`config.mk`:
```
export PLATFORM = sky130hd
export DESIGN_NAME = tx_controller
export DESIGN_NICKNAME = d
export VERILOG_FILES = /design/src/rtl/uart_tx_pkg.sv /design/src/rtl/tx_frame_builder.sv /design/src/rtl/tx_controller.sv
export SDC_FILE = /design/constraint.sdc
export NUM_CORES = 1
export LEC_CHECK = 0
export CAP_MARGIN = 0
export CELL_PAD_IN_SITES_DETAIL_PLACEMENT = 0
export CELL_PAD_IN_SITES_GLOBAL_PLACEMENT = 1
export CORE_MARGIN = 2
export CORE_UTILIZATION = 46
export DETAILED_ROUTE_END_ITERATION = 7
export PLACE_DENSITY = 0.9
export SYNTH_ARGS = -nofsm -noshare
export SYNTH_HDL_FRONTEND = slang
export SYNTH_HIERARCHICAL = 1
export SYNTH_SLANG_ARGS = --single-unit
```
`constraint.sdc`:
```
create_clock -name Clk -period 6.7 [get_ports Clk]
set_input_delay 0.67 -clock Clk [delete_from_list [all_inputs] [get_ports Clk]]
set_output_delay 0.67 -clock Clk [all_outputs]
set_load 0.01 [all_outputs]
```
`src/rtl/uart_tx_pkg.sv`:
```
// uart_tx_pkg: shared widths, constants and FSM encoding for the UART transmit
// sequencing logic (tx_controller and tx_frame_builder).
package uart_tx_pkg;

  localparam int unsigned FRAME_W   = 11;
  localparam int unsigned K_W       = 19;
  localparam int unsigned BIT_CNT_W = 4;

  localparam logic [FRAME_W-1:0]   IDLE_FRAME = 11'h7FF;
  localparam logic [K_W-1:0]       K_MIN      = 19'd2;
  // Bit counter value when the 11th (final) shift fires.
  localparam logic [BIT_CNT_W-1:0] LAST_BIT   = 4'd10;

  typedef enum logic [2:0] {
    StInit,
    StIdle,
    StLoad,
    StShift,
    StDone
  } tx_state_e;

  // Bit times below K_MIN cannot be honoured by the counter, so clamp them.
  function automatic logic [K_W-1:0] eff_bit_time(input logic [K_W-1:0] k);
    return (k < K_MIN) ? K_MIN : k;
  endfunction

endpackage

```
`src/rtl/tx_frame_builder.sv`:
```
// tx_frame_builder: combinational builder of the 11-bit UART frame
// (start bit, 7 or 8 data bits, optional parity, stop bits), LSB sent first.
// Ports:
//   data_in  in  8   byte to send (bit 7 ignored when eight=0)
//   eight    in  1   1 = 8 data bits, 0 = 7 data bits
//   pen      in  1   parity enable
//   ohel     in  1   1 = odd parity, 0 = even parity
//   frame    out 11  assembled frame; unused positions are stop-level 1s
module tx_frame_builder
  import uart_tx_pkg::*;
(
  input  logic [7:0]         data_in,
  input  logic               eight,
  input  logic               pen,
  input  logic               ohel,
  output logic [FRAME_W-1:0] frame
);

  logic [7:0] active_bits;
  logic       parity;

  // Masking bit 7 lets a single reduction cover both data widths.
  assign active_bits = eight ? data_in : {1'b0, data_in[6:0]};
  assign parity      = (^active_bits) ^ ohel;

  always_comb begin
    frame    = IDLE_FRAME;
    frame[0] = 1'b0;
    if (eight) begin
      frame[8:1] = data_in;
      if (pen) frame[9] = parity;
    end else begin
      frame[7:1] = data_in[6:0];
      if (pen) frame[8] = parity;
    end
  end

endmodule

```
`src/rtl/tx_controller.sv`:
```
// tx_controller: sequencing FSM for the UART transmit shift register.
// Accepts a byte on write (IDLE only), loads the built frame, then issues one
// shift strobe per bit time for all 11 frame bits and pulses tx_done.
// Ports:
//   Clk        in  1   system clock, rising edge
//   Rst        in  1   asynchronous active-low reset
//   write      in  1   host write strobe, honoured only in IDLE
//   data_in    in  8   byte to transmit
//   eight      in  1   1 = 8 data bits, 0 = 7 data bits
//   pen        in  1   parity enable
//   ohel       in  1   1 = odd parity, 0 = even parity
//   k          in  19  bit time in Clk cycles (0 and 1 behave as 2)
//   ld         out 1   shift-register load strobe
//   sh_en      out 1   shift strobe, one per bit time
//   frame_out  out 11  parallel frame for the shift register
//   tx_rdy     out 1   high while a write will be accepted
//   tx_done    out 1   one-cycle pulse at frame completion
module tx_controller
  import uart_tx_pkg::*;
(
  input  logic               Clk,
  input  logic               Rst,
  input  logic               write,
  input  logic [7:0]         data_in,
  input  logic               eight,
  input  logic               pen,
  input  logic               ohel,
  input  logic [K_W-1:0]     k,
  output logic               ld,
  output logic               sh_en,
  output logic [FRAME_W-1:0] frame_out,
  output logic               tx_rdy,
  output logic               tx_done
);

  tx_state_e              state_q, state_d;
  logic [K_W-1:0]         baud_q, baud_d;
  logic [BIT_CNT_W-1:0]   bit_q, bit_d;
  logic [K_W-1:0]         k_eff;
  logic [FRAME_W-1:0]     frame_built;

  logic                   ld_q;
  logic                   sh_en_q;
  logic [FRAME_W-1:0]     frame_q;
  logic                   tx_rdy_q;
  logic                   tx_done_q;

  tx_frame_builder u_frame_builder (
    .data_in (data_in),
    .eight   (eight),
    .pen     (pen),
    .ohel    (ohel),
    .frame   (frame_built)
  );

  assign k_eff = eff_bit_time(k);

  always_comb begin
    state_d = state_q;
    baud_d  = baud_q;
    bit_d   = bit_q;
    unique case (state_q)
      StInit: state_d = StIdle;
      StIdle: if (write) state_d = StLoad;
      StLoad: begin
        state_d = StShift;
        baud_d  = '0;
        bit_d   = '0;
      end
      StShift: begin
        // >= rather than == so a shrunken k cannot strand the counter.
        if (baud_q >= k_eff - 19'd1) begin
          baud_d = '0;
          bit_d  = bit_q + 4'd1;
          if (bit_q == LAST_BIT) state_d = StDone;
        end else begin
          baud_d = baud_q + 19'd1;
        end
      end
      StDone:  state_d = StIdle;
      default: state_d = StInit;
    endcase
  end

  // Outputs are registered from the next state, so each one is a clean
  // decode of the state held in the following cycle. The frame is captured
  // only on the IDLE->LOAD transition, i.e. on the accepted write edge.
  always_ff @(posedge Clk or negedge Rst) begin
    if (!Rst) begin
      state_q   <= StInit;
      baud_q    <= '0;
      bit_q     <= '0;
      ld_q      <= 1'b1;
      frame_q   <= IDLE_FRAME;
      sh_en_q   <= 1'b0;
      tx_rdy_q  <= 1'b0;
      tx_done_q <= 1'b0;
    end else begin
      state_q   <= state_d;
      baud_q    <= baud_d;
      bit_q     <= bit_d;
      ld_q      <= (state_d == StInit) || (state_d == StLoad);
      frame_q   <= (state_d == StLoad) ? frame_built : IDLE_FRAME;
      sh_en_q   <= (state_d == StShift) && (baud_d == k_eff - 19'd1);
      tx_rdy_q  <= (state_d == StIdle);
      tx_done_q <= (state_d == StDone);
    end
  end

  assign ld        = ld_q;
  assign sh_en     = sh_en_q;
  assign frame_out = frame_q;
  assign tx_rdy    = tx_rdy_q;
  assign tx_done   = tx_done_q;

endmodule

```
Yosys cells after proc, flatten, opt, wreduce, memory -nomap -nowiden. Cells that the tools add are included.

Input bits: 33. Register bits after elaboration: 41.

Muxes and demuxes: 14. Magnitude comparators: 2. Reduce and logical (&&, ||, !) cells: 8. Bitwise gates (word level): 1. Add/sub/neg operators: 3. Eq/ne operators: 11.

Operators by type and width (number): two-way mux 19 bit (2); one-hot mux 19 bit (2 select lines) (1); adder 19 x 1 -> 19 bit, second input constant (1); equality test 19 bit (1); >= comparator 19 bit (1); less-than comparator 19 x 2 -> 1 bit, second input constant (1); subtractor 19 x 1 -> 19 bit, second input constant (1); two-way mux 8 bit (2); equality test 3 x 2 -> 1 bit, second input constant (4); one-hot mux 3 bit (4 select lines) (1); two-way mux 10 bit (1); two-way mux 3 bit (3); one-hot mux 4 bit (2 select lines) (1); XOR reduction 8 bit (1); equality test 3 x 1 -> 1 bit, second input constant (2); equality test 3 bit, second input constant (2); logical NOT 3 bit (2); adder 4 x 1 -> 4 bit, second input constant (1); equality test 4 bit, second input constant (1); two-way mux 4 bit (1); two-way mux 1 bit (2); != test 2 bit, second input constant (1); AND reduction 2 bit (1); nonzero test 2 bit (1); 4 further kinds (4).

Logic depth before layout (Yosys ltp).
Depth in word-level cells: 8. Gate-level depth with buffers: 19.

By module. The synthesis kept the hierarchy.

By module, submodules not included: tx_controller (seq. area each 1041.0 um^2, cells an instance 366, area an instance 3283.1 um^2, instances 1); tx_frame_builder (seq. area each 0.0 um^2, cells an instance 25, area an instance 173.9 um^2, instances 1).

Worst setup path before layout. OpenSTA, ideal clock, no wires.

Path kind: input port to flip-flop. Start: input k[17]. End: register sh_en_q (netlist: sh_en). Data required time: 6.604 ns. Data arrival time: 5.322 ns. Setup time: 0.096 ns. Stages on the path: 17. Setup slack: 1.282 ns. Path buffers: 0. Path through: or4_4 > or4_4 > o21ai_0 > ha_1 > nor2b_1 > nand3_2 > or4_1 > and2_1 > ha_1 > nand4_1 > nor3_1 > nand4_1 > o211ai_1 > o21ai_1 > xnor2_1 > or3b_1 > nor4_2.

Cells in the longest elaborated chain, start to end: 8. Elaborated cells on any way between the ends: 11. Classes of those cells: add/sub (1); order compare (2); eq/ne (2); mux (5); reduce/logical (1).

Ends and longest elaborated chain: from (decl) (line tx_controller.sv:28) `input logic [K_W-1:0] k,`; less-than comparator 19 x 2 -> 1 bit (line uart_tx_pkg.sv:24) `return (k < K_MIN) ? K_MIN : k;`; two-way mux 19 bit * (line uart_tx_pkg.sv:24); subtractor 19 x 1 -> 19 bit * (line tx_controller.sv:72) `if (baud_q >= k_eff - 19'd1) begin`; >= comparator 19 bit * (line tx_controller.sv:72); two-way mux 19 bit * (line tx_controller.sv:72); one-hot mux 19 bit (2 select lines) * (line tx_controller.sv:62) `unique case (state_q)`; named net baud_d[2] (line tx_controller.sv:37) `logic [K_W-1:0] baud_q, baud_d;`; equality test 19 bit * (line tx_controller.sv:104) `sh_en_q <= (state_d == StShift) && (baud_d == k_eff - 19'd1);`; logical AND 1 bit * (line tx_controller.sv:104); to (signal assigned) (line tx_controller.sv:104); to (decl) (line tx_controller.sv:43) `logic sh_en_q;`.

Mark *: on every way through the listed nets, which the timed path passes. The rest lies on a longest branch. A chain may end at the register's enable or synchronous reset.

Worst setup path in the final report.
Start: input k[15]. End: register sh_en_q (netlist: sh_en).

Cells in the longest elaborated chain, start to end: 8. Elaborated cells on any way between the ends: 11. Classes of those cells: add/sub (1); order compare (2); eq/ne (2); mux (5); reduce/logical (1).

Ends and longest elaborated chain (line): less-than comparator 19 x 2 -> 1 bit (uart_tx_pkg.sv:24); two-way mux 19 bit * (uart_tx_pkg.sv:24); subtractor 19 x 1 -> 19 bit * (tx_controller.sv:72, tx_controller.sv:104); >= comparator 19 bit (tx_controller.sv:72); two-way mux 19 bit / two-way mux 3 bit (equally long branches) (tx_controller.sv:72); one-hot mux 19 bit (2 select lines) / one-hot mux 3 bit (4 select lines) (equally long branches) (tx_controller.sv:62); equality test 19 bit / equality test 3 x 2 -> 1 bit (equally long branches) (tx_controller.sv:104); logical AND 1 bit * (tx_controller.sv:104).

Mark *: on every way between the ends. The rest lies on a longest branch, timed or not.

==> metrics <==
outcome complete, no violations; crit path max-delay cell type or4_4; pwr dens about 220 nW/um^2; Initial Util around 48%; Vias just over 3000; CTS HTree Levels 2; vias in the first global route about 3000; r2r worst-path depth 8; Pins Over Slew Limit 0; sequential power share between 40% and 50%; drt initial violations 156; Distinct cells, synth just over 70; worst path required time 6.91 ns; Via density ~5.8; Syn Nets 447; synthesized area 3460 um^2; pin count of the biggest net entering global routing 42; post-route setup TNS 0 ns; die span in x about 91 um; Clk pin slew, worst setup/hold paths ~0.08 ns; P_sw between 0.3 and 0.4 mW; aggregate global routing overflow 0; Die Area 8220 um^2; # clock sinks 41; combinational power share between 40% and 50%; final setup vio count 0; WL final about 8.6 mm; Antenna diodes 0; Hold Fails Final Rpt 0; Area Growth Syn to Fin 18.1%; Yosys top cell area share 21.0%; latest clock arrival within the worst-skew pair about 0.3 ns; IO buf count 47; register bit total from synthesis 41; CP endpoint kind flop; met2 WL roughly 4.1 mm; Yosys warning count 6; Max VDD drop approximately 0.00018 V; first drt pass iteration count 4; Stages on worst setup path 20; ANT nets after route 0; Sw Ratio roughly 40%; top_reg_cell synth dfrtp_1; sequential fraction of the synthesis area between 30% and 40%; Pleak ~1.7 nW; crit path launch type input port; # DRC 0; Post-Synthesis Cells ~390; layout cell share with drive strength beyond 1 between 10% and 20%; CP top delay family simple AND/OR/NAND/NOR gates; CTS Buffer Depth 2; Rows 31; EDFF count, synth 0; wire length on met3 approximately 530 um; Core Footprint approximately 7300 um^2; Data arrival, critical path about 6.4 ns; CP peak stage delay a little under 0.6 ns; Vert. Die Dim ~91 um; initial antenna violation count 0; CTS Root Buffer Type clkbuf_8; Worst Max-Slew Pin Slew about 1.1 ns; Slew HR 26.9%; post-synth top area cell dfrtp_1; global-route wire length before repair 14.6 mm; placed cells approximately 530; Crit Path Max Fanout 8; critical path class in2reg; Max-cap violations 0; Metal-1 WL slightly below 4 mm; Setup Skew approximately 0.0019 ns; nets slightly below 500; global-route total usage across every layer 21.7%; CTS tree done; Max Clk Rate ~160 MHz; min Tclk post-route between 6 and 7 ns; CP bufs+invs 3; Critical Path, Cell by Cell clkdlybuf4s50_1 > or4_4 > or4_4 > o21ai_0 > ha_1 > nor2b_1 > nand3_2 > or4_1 > and2_1 > ha_1 > a21o_1 > a21o_1 > a221oi_2 > o211ai_1 > buf_4 > buf_4 > a2111oi_1 > a41o_1 > nand4_1 > nor4_2; synth cell count leaders nor2_1 (39), dfrtp_1 (29), nand2_1 (26), xnor2_1 (26), ha_1 (23); HPWL Detailed about 6.7 mm; Mean Syn Cell Area 8.84 um^2; routability cong. roughly 1; RSZ-0062 raised after global routing false; Top Ports 48; Final period util 92.5%; fin cells roughly 530; post-DR wirelength/cell 16.1 um; CTS Buf Count 5; Post-synth ARST share 100%; Clk pwr share approximately a fifth; Hold Path Class in2async; internal power ~0.54 mW; max layer used met4; synth top area cells dfrtp_1 (21%), dfstp_2 (9.1%), ha_1 (8.3%); top-count cell post-synth nor2_1
## cells by family after synthesis
group                    count (synthesis)  synth area share [%]
other                                    2                 0.217
buffers and inverters                   32                  4.49
AO/OA/AOI/OAI                           79                  16.4
flip-flops                              41                  30.1
adder cells (fa/ha/maj)                 23                  8.32
AND/OR/NAND/NOR                        174                  29.6
multiplexers                             5                  1.45
XOR/XNOR                                35                  9.41
## state kept, by name (all words and copies together) (netlist names)
signal	flops
sh_en	1
ld	1
frame_out	11
bit_q	4
state_q	3
tx_done	1
baud_q	19
tx_rdy	1
## cells in the final DEF, fill, tap and decap left out, types with 3 or more instances in the layout
master	count
a21o_1	6
nand3_1	10
mux2i_1	5
clkdlybuf4s50_1	46
nor2b_1	3
xor2_1	8
buf_4	5
nor4_2	3
inv_1	16
nand2b_1	14
nand4b_1	4
dfstp_2	12
a22oi_1	3
nand4_1	9
dfrtp_1	29
or2_2	7
and2_1	5
ha_1	23
nor3_1	16
o211ai_1	6
or4_1	3
clkbuf_8	5
xnor2_1	26
a21oi_1	15
a211oi_1	3
nor2_1	39
nor4_1	4
o21ai_0	12
or3_1	6
or4_4	3
nand2_1	26
and3_1	5
## power groups by stage
stage               logic, mW  registers (mW)  clock network (mW)
finish                  0.371           0.359               0.167
global route            0.419           0.369               0.183
CTS                     0.368           0.358               0.170
detailed placement      0.365           0.363                   0
global placement        0.359           0.360                   0
floorplan               0.267           0.345                   0
## metrics by stage
step | worst slack, ns | total power [mW] | util, % | area [um^2] | hold slack, ns
6_report | 0.503 | 0.897 | 56.3 | 4080 | 0.493
5_1_grt | 0.200 | 0.972 | 56.3 | 4080 | 0.530
4_1_cts | 0.353 | 0.896 | 56.2 | 4080 | 0.498
3_5_place_dp | 0.0689 | 0.727 | 55.0 | 3990 | 0.486
3_3_place_gp | 0.307 | 0.719 | 55.0 | 3990 | 0.477
2_1_floorplan | 1.28 | 0.611 | - | 3460 | 0.374
## timing repair
action / in CTS / in global routing
setup endpoints to repair: 0 / 1
gates resized for setup: 0 / 0
buffers inserted: 0 / 1
hold buffers: 0 / 0
hold endpoints to repair: 0 / 0
## worst reg2reg max path: stages (launching register included)
cell	delay, ns
dfrtp_1	0.45
nand2b_1	0.76
nor4_1	0.19
xnor2_1	0.49
o32a_1	0.24
o221ai_1	0.15
o311ai_0	0.36
nand4_1	0.18
nor4_2	0.25
## final timing paths
kind                             from         end  slack (ns)
max                             k[15]       sh_en        0.50
min                               Rst      tx_rdy        0.49
max reg2reg                state_q[2]       sh_en        3.54
min reg2reg                state_q[0]  state_q[0]        0.49
max in group asynchronous         Rst  baud_q[16]        5.65
min in group Clk           state_q[0]  state_q[0]        0.49
## layer usage
metal	global-route usage (%)	vias to the layer above
li1	-	1508
met1	29.1	1491
met3	3.67	8
met4	5.77	0
met5	0	-
met2	36.1	86
## cell type report
type / count / area, um^2
well taps: 99 / 124
clock inverters: 2 / 15.0
multi-input cells: 318 / 2270
clock buffers: 6 / 72.6
repair buffers: 52 / 503
flip-flops and latches: 41 / 1040
inverters: 16 / 60.1
fillers: 696 / 3170
Power figures use the tool's default switching activity.
